--- config.mk ---
export PLATFORM = sky130hd
export DESIGN_NAME = clkdiv_bank
export DESIGN_NICKNAME = d
export VERILOG_FILES = /design/src/rtl/clkdiv_pkg.sv /design/src/rtl/clkdiv_channel.sv /design/src/rtl/clkdiv_bank.sv
export SDC_FILE = /design/constraint.sdc
export NUM_CORES = 1
export LEC_CHECK = 0
export BUFFER_PORTS_ARGS = -buffer_cell sky130_fd_sc_hd__buf_2
export CORE_MARGIN = 2
export CORE_UTILIZATION = 40
export DETAILED_ROUTE_END_ITERATION = 6
export GPL_TIMING_DRIVEN = 0
export MAX_ROUTING_LAYER = met4
export PLACE_DENSITY = 0.61
export SYNTH_ARGS = -nofsm -noshare
export SYNTH_HDL_FRONTEND = slang
export SYNTH_SLANG_ARGS = --single-unit
export TNS_END_PERCENT = 1
--- constraint.sdc ---
create_clock -name clock -period 3.6 [get_ports clock]
set_clock_uncertainty 0.1 [all_clocks]
set_input_delay 0.18 -clock clock [delete_from_list [all_inputs] [get_ports clock]]
set_output_delay 0.18 -clock clock [all_outputs]
set_load 0.01 [all_outputs]
--- src/rtl/clkdiv_pkg.sv ---
// Shared constants and helpers for the clkdiv_bank clock-enable generator.
package clkdiv_pkg;

   // Upper bound on channels a bank is meant to carry.
   localparam int unsigned CLKDIV_MAX_CH  = 16;
   // Divisor loaded into every channel when no override is given.
   localparam int unsigned CLKDIV_DEF_DIV = 50;

   // Width of a channel-select field; never narrower than one bit.
   function automatic int unsigned clkdiv_sel_w(input int unsigned num_ch);
      return (num_ch > 1) ? $clog2(num_ch) : 1;
   endfunction

endpackage

--- src/rtl/clkdiv_channel.sv ---
// One clock-enable channel: counter, active divisor, one-deep pending divisor,
// registered tick and 50 %-duty scaled clock. A pending divisor only replaces
// the active one at a terminal count, on disable/sync, or while parked.
module clkdiv_channel
   import clkdiv_pkg::*;
#(
   parameter int unsigned CNT_W       = 16,
   parameter int unsigned DEFAULT_DIV = CLKDIV_DEF_DIV
) (
   input  logic             clk_i,
   input  logic             rst_i,
   input  logic             sync_i,
   input  logic             en_i,
   input  logic             wr_en_i,
   input  logic [CNT_W-1:0] wr_div_i,
   output logic             pend_o,
   output logic             tick_o,
   output logic             sclk_o,
   output logic [CNT_W-1:0] cnt_o
);

   typedef logic [CNT_W-1:0] cnt_t;

   cnt_t cnt_q, cnt_d;
   cnt_t div_q, div_d;
   cnt_t pend_div_q, pend_div_d;
   logic pend_q, pend_d;
   logic sclk_q, sclk_d;
   logic tick_q, tick_d;
   logic terminal;
   logic apply;

   // Terminal count of a running channel; a zero divisor never terminates.
   assign terminal = (div_q != '0) && (cnt_q == div_q - cnt_t'(1));

   // Next state: sync > enable > count; pending divisor swaps in at safe points.
   always_comb begin
      cnt_d      = cnt_q;
      div_d      = div_q;
      pend_div_d = pend_div_q;
      pend_d     = pend_q;
      sclk_d     = sclk_q;
      tick_d     = 1'b0;
      apply      = 1'b0;

      if (sync_i || !en_i) begin
         cnt_d  = '0;
         sclk_d = 1'b0;
         apply  = 1'b1;
      end else if (div_q == '0) begin
         // Parked: hold sclk, keep counter at zero.
         cnt_d = '0;
         apply = 1'b1;
      end else if (terminal) begin
         cnt_d  = '0;
         sclk_d = ~sclk_q;
         tick_d = 1'b1;
         apply  = 1'b1;
      end else begin
         cnt_d = cnt_q + cnt_t'(1);
      end

      if (apply && pend_q) begin
         div_d  = pend_div_q;
         pend_d = 1'b0;
      end

      // Writes are only granted while nothing is pending, so they never
      // collide with the apply above.
      if (wr_en_i) begin
         pend_div_d = wr_div_i;
         pend_d     = 1'b1;
      end
   end

   // Channel state registers with synchronous reset.
   always_ff @(posedge clk_i) begin
      if (rst_i) begin
         cnt_q      <= '0;
         div_q      <= cnt_t'(DEFAULT_DIV);
         pend_div_q <= '0;
         pend_q     <= 1'b0;
         sclk_q     <= 1'b0;
         tick_q     <= 1'b0;
      end else begin
         cnt_q      <= cnt_d;
         div_q      <= div_d;
         pend_div_q <= pend_div_d;
         pend_q     <= pend_d;
         sclk_q     <= sclk_d;
         tick_q     <= tick_d;
      end
   end

   assign pend_o = pend_q;
   assign tick_o = tick_q;
   assign sclk_o = sclk_q;
   assign cnt_o  = cnt_q;

endmodule

--- src/rtl/clkdiv_bank.sv ---
// Multi-channel clock-enable generator. Each channel divides the system clock
// by a run-time programmable divisor written through a valid/ready port.
// Optional feature: define CLKDIV_SYNC_EN to add the sync port, which
// phase-aligns every channel in one cycle.
module clkdiv_bank
   import clkdiv_pkg::*;
#(
   parameter int unsigned NUM_CH      = 4,
   parameter int unsigned CNT_W       = 16,
   parameter int unsigned DEFAULT_DIV = CLKDIV_DEF_DIV
) (
   input  logic                              clock,
   input  logic                              reset,
   input  logic [NUM_CH-1:0]                 enable,
   input  logic                              cfg_valid,
   output logic                              cfg_ready,
   input  logic [clkdiv_sel_w(NUM_CH)-1:0]   cfg_ch,
   input  logic [CNT_W-1:0]                  cfg_div,
   output logic [NUM_CH-1:0]                 tick,
   output logic [NUM_CH-1:0]                 scaled_clk,
   output logic [NUM_CH*CNT_W-1:0]           count
`ifdef CLKDIV_SYNC_EN
   ,
   input  logic                              sync
`endif
);

   logic [NUM_CH-1:0] pend_flag;
   logic [NUM_CH-1:0] wr_en;
   logic              sync_on;

`ifdef CLKDIV_SYNC_EN
   assign sync_on = sync;
`else
   assign sync_on = 1'b0;
`endif

   // Per-channel write strobe; an out-of-range cfg_ch selects nobody.
   always_comb begin
      wr_en = '0;
      for (int unsigned i = 0; i < NUM_CH; i++) begin
         wr_en[i] = cfg_valid && (32'(cfg_ch) == i) && !pend_flag[i];
      end
   end

   // Ready mirrors the selected channel's free slot; out-of-range is always ready.
   always_comb begin
      cfg_ready = 1'b1;
      for (int unsigned i = 0; i < NUM_CH; i++) begin
         if (32'(cfg_ch) == i) begin
            cfg_ready = ~pend_flag[i];
         end
      end
   end

   for (genvar g = 0; g < NUM_CH; g++) begin : g_ch
      clkdiv_channel #(
         .CNT_W       (CNT_W),
         .DEFAULT_DIV (DEFAULT_DIV)
      ) u_ch (
         .clk_i    (clock),
         .rst_i    (reset),
         .sync_i   (sync_on),
         .en_i     (enable[g]),
         .wr_en_i  (wr_en[g]),
         .wr_div_i (cfg_div),
         .pend_o   (pend_flag[g]),
         .tick_o   (tick[g]),
         .sclk_o   (scaled_clk[g]),
         .cnt_o    (count[g*CNT_W +: CNT_W])
      );
   end

endmodule

== Yosys cells after proc, flatten, opt, wreduce, memory -nomap -nowiden ==
Index checks and enable logic that the tools add are counted.

* Flip-flop bits (word level): 204
* Bits of input ports: 25
* Output and inout bits: 73
* Word-level logic and storage cells: 128

* Add/sub/neg operators: 8
* Equality and inequality tests: 7
* Multiplexer cells: 24
* Bitwise operators: 16
* Reduce and logical (&&, ||, !) cells: 49

{| class="wikitable"
|+ Operators with widths
! operator !! count
|-
| $add A16 B1 Y16 const B || 4
|-
| $eq A16 B16 Y1 || 4
|-
| $logic_not A16 Y1 || 4
|-
| $reduce_bool A16 Y1 || 4
|-
| $sub A16 B1 Y16 const B || 4
|-
| $mux W1 || 24
|-
| $logic_and A1 B1 Y1 || 16
|-
| $not A1 Y1 || 16
|-
| $reduce_or A4 Y1 || 4
|-
| $reduce_or A3 Y1 || 4
|-
| $reduce_and A2 Y1 || 4
|-
| $reduce_bool A2 Y1 || 4
|-
| $reduce_or A2 Y1 || 4
|-
| $eq A2 B2 Y1 const B || 2
|-
| $logic_not A1 Y1 || 4
|-
| $eq A2 B1 Y1 const B || 1
|-
| $logic_not A2 Y1 || 1
|}

== Logic depth before layout (Yosys ltp) ==
* Depth in word-level cells: 9
* Mapped depth: 13
* Gate-level depth less buffers: 10

== By module ==
Synthesis repeated with hierarchy kept, for this count alone.

* Cells, all modules: 1048
* Area, all modules: 10004.6 um^2

{| class="wikitable"
|+ By module, submodules not included
! module !! times used !! cells an instance !! area an instance (um^2) !! sequential area each (um^2)
|-
| clkdiv_channel || 4 || 260 || 2484.9 || 1021.0
|-
| clkdiv_bank || 1 || 8 || 65.1 || 0.0
|}

== Worst setup path before layout ==
Ideal clock, no wire load.

* Path kind: reg2reg
* Start point: register g_ch[2].u_ch.div_q[0]
* End point: register g_ch[2].u_ch.div_q[1]
* Library setup time: 0.122 ns
* Arrival: 2.702 ns
* Required time: 3.378 ns
* Setup slack: 0.675 ns
* Cell stages (with the launch flop): 12
* Buffers on the path: 1
* Clock period less this slack: 2.925 ns
* Path through: dfxtp_1 > inv_1 > ha_1 > nor3b_1 > nand2_1 > or4_1 > xnor2_1 > nand4_1 > o41ai_4 > buf_6 > a21oi_1 > a311o_1

* Longest elaborated chain between the ends: 7
* Elaborated cells on any way between the ends: 9
* Classes of those cells: add/sub: 1; eq/ne: 1; mux: 3; reduce/logical: 4

{| class="wikitable"
|+ Ends and longest elaborated chain
! what !! RTL line !! text
|-
| from (decl) || clkdiv_channel.sv:25 || <nowiki>cnt_t div_q, div_d;</nowiki>
|-
| from (signal assigned) || clkdiv_channel.sv:80 || <nowiki>div_q <= cnt_t'(DEFAULT_DIV);</nowiki>
|-
| from (signal assigned) || clkdiv_channel.sv:87 || <nowiki>div_q <= div_d;</nowiki>
|-
| $sub A16 B1 Y16 || clkdiv_channel.sv:34 || <nowiki>assign terminal = (div_q != '0) && (cnt_q == div_q - cnt_t'(1));</nowiki>
|-
| $eq A16 B16 Y1 || clkdiv_channel.sv:34 ||
|-
| $logic_and A1 B1 Y1 || clkdiv_channel.sv:34 ||
|-
| $mux W1 || clkdiv_channel.sv:54 || <nowiki>end else if (terminal) begin</nowiki>
|-
| $mux W1 (*) || clkdiv_channel.sv:50 || <nowiki>end else if (div_q == '0) begin</nowiki>
|-
| $mux W1 (*) || clkdiv_channel.sv:46 || <nowiki>if (sync_i || !en_i) begin</nowiki>
|-
| $logic_and A1 B1 Y1 (*) || clkdiv_channel.sv:63 || <nowiki>if (apply && pend_q) begin</nowiki>
|}

Every way passes the cells marked *; elsewhere a longest branch is shown, timed or not.
A chain may end at the register's enable or synchronous reset.

== Worst setup path after layout ==
* Start point: register g_ch[1].u_ch.div_q[0]
* End point: register g_ch[1].u_ch.div_q[5]

* Longest elaborated chain between the ends: 7
* Elaborated cells on any way between the ends: 9
* Classes of those cells: add/sub: 1; eq/ne: 1; mux: 3; reduce/logical: 4

{| class="wikitable"
|+ Ends and longest elaborated chain
! what !! RTL line
|-
| from (decl) || clkdiv_channel.sv:25
|-
| from (signal assigned) || clkdiv_channel.sv:80
|-
| from (signal assigned) || clkdiv_channel.sv:87
|-
| $sub A16 B1 Y16 || clkdiv_channel.sv:34
|-
| $eq A16 B16 Y1 || clkdiv_channel.sv:34
|-
| $logic_and A1 B1 Y1 || clkdiv_channel.sv:34
|-
| $mux W1 || clkdiv_channel.sv:54
|-
| $mux W1 (*) || clkdiv_channel.sv:50
|-
| $mux W1 (*) || clkdiv_channel.sv:46
|-
| $logic_and A1 B1 Y1 (*) || clkdiv_channel.sv:63
|}

Marked as above.

==> results.toml <==
[detailed_routing]
dr_total_vias = 9173
first_pass_iters = 7
drc = 0
detail-route-antenna-nets = 0
drt_iter0_markers = 417
drt_wl_total_um = 27050
vias_per_cell = 5.224
post_drt_wl_per_cell_um = 15.40

[power]
comb_power_share_pct = 5.4
p_int_mw = 3.961
clkPwrFrac_pct = 49.5
peakVddDrop_mv = 0.3373
power.leakage_nw = 4.571
sw_frac_of_total_pct = 23.15
finalPower_mw = 5.155
p_seq_share_pct = 45.1
power.density_nw_per_um2 = 418.8
p_sw_mw = 1.194

[cts]
htreeDepth = 1
clkSinkCount = 204
cts_tree = "yes"
clock-root-buffer = "clkbuf_16"
clk-insertion-delay-late_ns = 0.51
cts_buffers = 24
clk_pin_slew_ns = 0.06
clk_path_buf_depth = 3

[layout]
n_antenna_cell = 0
final_nets = 1441
areaGrowthSynthToFinish_pct = 18.74
utilization_pct = 48.60
layout_commonest_cell = "dfxtp_1"
final_cell_mix = "204 x dfxtp_1, 193 x nand2_1, 139 x nor2_1"
nFillCells = 2487
stdcell_count = 1756
final_layout_size_suffix_gt1_share_pct = 13.74

[critical_path]
slowest_delay_ns = 0.64
cpMostUsedCell = "buf_4"
crit_chain = "inv_1 > ha_1 > or4b_2 > nor3_1 > a31oi_1 > nor4_2 > a22o_1 > buf_4 > buf_4 > mux2i_1 > nand2_1"
cp-end-kind = "flip-flop"
worstPathRequired_ns = 3.88
critPathMaxFanout = 10
arrival_ns = 3.62
startpoint_type = "flip-flop"
worst-setup-path-type = "flip-flop to flip-flop"
slowest_stage = "or4b_2"

[floorplanning]
die_w_um = 165.0
initial_core_util_pct = 40.93
ios = 98
num_rows = 58
fp.dieH_um = 165.0
core_area_um2 = 25330
die_area_um2 = 27220

[place]
gp_congestion = 0.8169
place_ws_ns = 0.03476
io_buffers = 94
post-place-cells = 1693
dpl.hpwl_um = 19780

[sta]
fin_crit_sh_pct = 92.94
finalWorstSetupSlack_ns = 0.2542
hold_viol_final = 0
period_needed_ns = 3.346
worst_pin_slew_ns = 1.058
tns_ns = 0
setup_viol = 0
relSlewSlack_pct = 28.84
final_max_slew_viol_count = 0
timing.fmax_mhz = 298.9
rsz0062_at_grt = "true"

[yosys]
syn-num-nets = 1302
avgSynthCellArea_um2 = 8.169
synth_cells = 1269
ys.flop_type = "dfxtp_1"
ys_types = 78
ys_ff_latch = 204
synth_edf_count = 0
yosys_warnings = 0
synth-async-reset-ratio_pct = 0
ys_seq_area_share_pct = 39.40
synthesis.area_um2 = 10370

[grt]
track_usage_pct = 20.36
grt_pass1_wl_um = 43780
grt_max_degree = 13
gr-total-overflow = 0
grt_pass1_vias = 8541
antenna_found_initial = 0

[status]
status = "completed"

[min_path]
holdCritPathClass = "input pin to flip-flop"

[flow_run]
max_cap_viol_count = 0
## routing by layer
| metal | wire, µm | global-route usage (%) | part of all wire (%) | up-vias |
|---|---|---|---|---|
| met4 | 494 | 4.506 | 1.8 | 0 |
| met5 | 0 | - | 0 | - |
| met3 | 1179 | 2.536 | 4.4 | 34 |
| met1 | 13200 | 27.87 | 49 | 4249 |
| met2 | 12180 | 32.22 | 45 | 200 |
| li1 | - | - | - | 4690 |
## power by group through the flow
stage | combinational [mW] | sequential [mW] | clock [mW]
floorplan | 0.165 | 2.37 | 0
global placement | 0.259 | 2.37 | 0
CTS | 0.279 | 2.32 | 2.60
finish | 0.281 | 2.32 | 2.55
detailed placement | 0.262 | 2.37 | 0
global route | 0.309 | 2.33 | 2.70
## sequential cells by signal (all words and copies together) (netlist names)
signal	cells
g_ch.u_ch.cnt_o	64
g_ch.u_ch.div_q	64
g_ch.u_ch.pend_div_q	64
g_ch.u_ch.pend_o	4
g_ch.u_ch.sclk_o	4
g_ch.u_ch.tick_o	4
## path summary, 6_finish.rpt
path / startpoint / to / slack (ns) / cells past startpoint
worst min-delay path: cfg_ch[0] / g_ch[0].u_ch.pend_div_q[4] / 0.08 / 4
worst max-delay path: g_ch[1].u_ch.div_q[0] / g_ch[1].u_ch.div_q[5] / 0.25 / 11
worst min register to register: g_ch[2].u_ch.pend_div_q[9] / g_ch[2].u_ch.pend_div_q[9] / 0.35 / 2
worst max register to register: g_ch[1].u_ch.div_q[0] / g_ch[1].u_ch.div_q[5] / 0.25 / 11
## critical path, delay by kind of cell (launching register included)
| family | cells | cell delay (ns) |
|---|---|---|
| adder cells (fa/ha/maj) | 1 | 0.26 |
| AO/OA/AOI/OAI | 2 | 0.35 |
| buffers and inverters | 3 | 0.51 |
| flip-flops | 1 | 0.37 |
| AND/OR/NAND/NOR | 4 | 1.42 |
| multiplexers | 1 | 0.20 |
## final cells by class
| type | instances | area [µm²] | share of cell area, % |
|---|---|---|---|
| Timing Repair Buffer | 113 | 660.6 | 5.367 |
| Tap cell | 330 | 412.9 | 3.354 |
| Clock inverter | 8 | 93.84 | 0.7624 |
| Multi-Input combinational cell | 949 | 5797 | 47.09 |
| Buffer | 88 | 409.1 | 3.324 |
| Clock buffer | 36 | 747.0 | 6.068 |
| Sequential cell | 204 | 4084 | 33.18 |
| Inverter | 28 | 105.1 | 0.8538 |
## synthesized netlist by cell type (6+ instances only)
cell type	count	area, µm²
or3_1	12	75.07
nor2_1	139	521.8
and4_1	6	52.55
nand2b_1	6	37.54
ha_1	8	100.1
a21oi_1	92	460.4
o211ai_1	11	82.58
mux2i_1	36	360.4
o21ai_0	14	70.07
nand3_1	59	295.3
buf_2	11	55.05
dfxtp_1	204	4084
a31oi_1	10	62.56
o2111ai_1	9	78.83
xnor2_1	82	718.2
clkbuf_1	61	229.0
nor3_1	30	150.1
inv_1	27	101.4
a21bo_2	12	120.1
nand4_1	27	168.9
o221ai_1	9	78.83
nor4_1	14	87.58
o31ai_1	7	52.55
and3_1	21	131.4
buf_4	12	90.09
nand2_1	193	724.4
xor2_1	56	490.5
## cells by family after synthesis
family	share of synthesized area [%]
AOI/OAI and AO/OA	13.76
DFF	39.40
adders and majority gates	0.9656
xor gates and xnor gates	11.66
and+or+nand+nor	25.69
muxes	3.585
buffers and inverters	4.949
## metrics by stage
stage               cell area [µm²]  hold slack (ns)
CTS                           12280          0.06481
finish                        12310          0.08300
global route                  12310           0.1130
detailed placement            11250           0.3469
floorplan                     10370           0.2160
global placement              11250           0.3432
## what timing repair did
action,CTS,global route
hold buffers,19,0
setup buffers,0,0
endpoints found under the setup margin,0,65
endpoints found under the hold margin,71,0
gates resized for setup,0,8
Note: power is estimated with default switching activity, not from simulation.
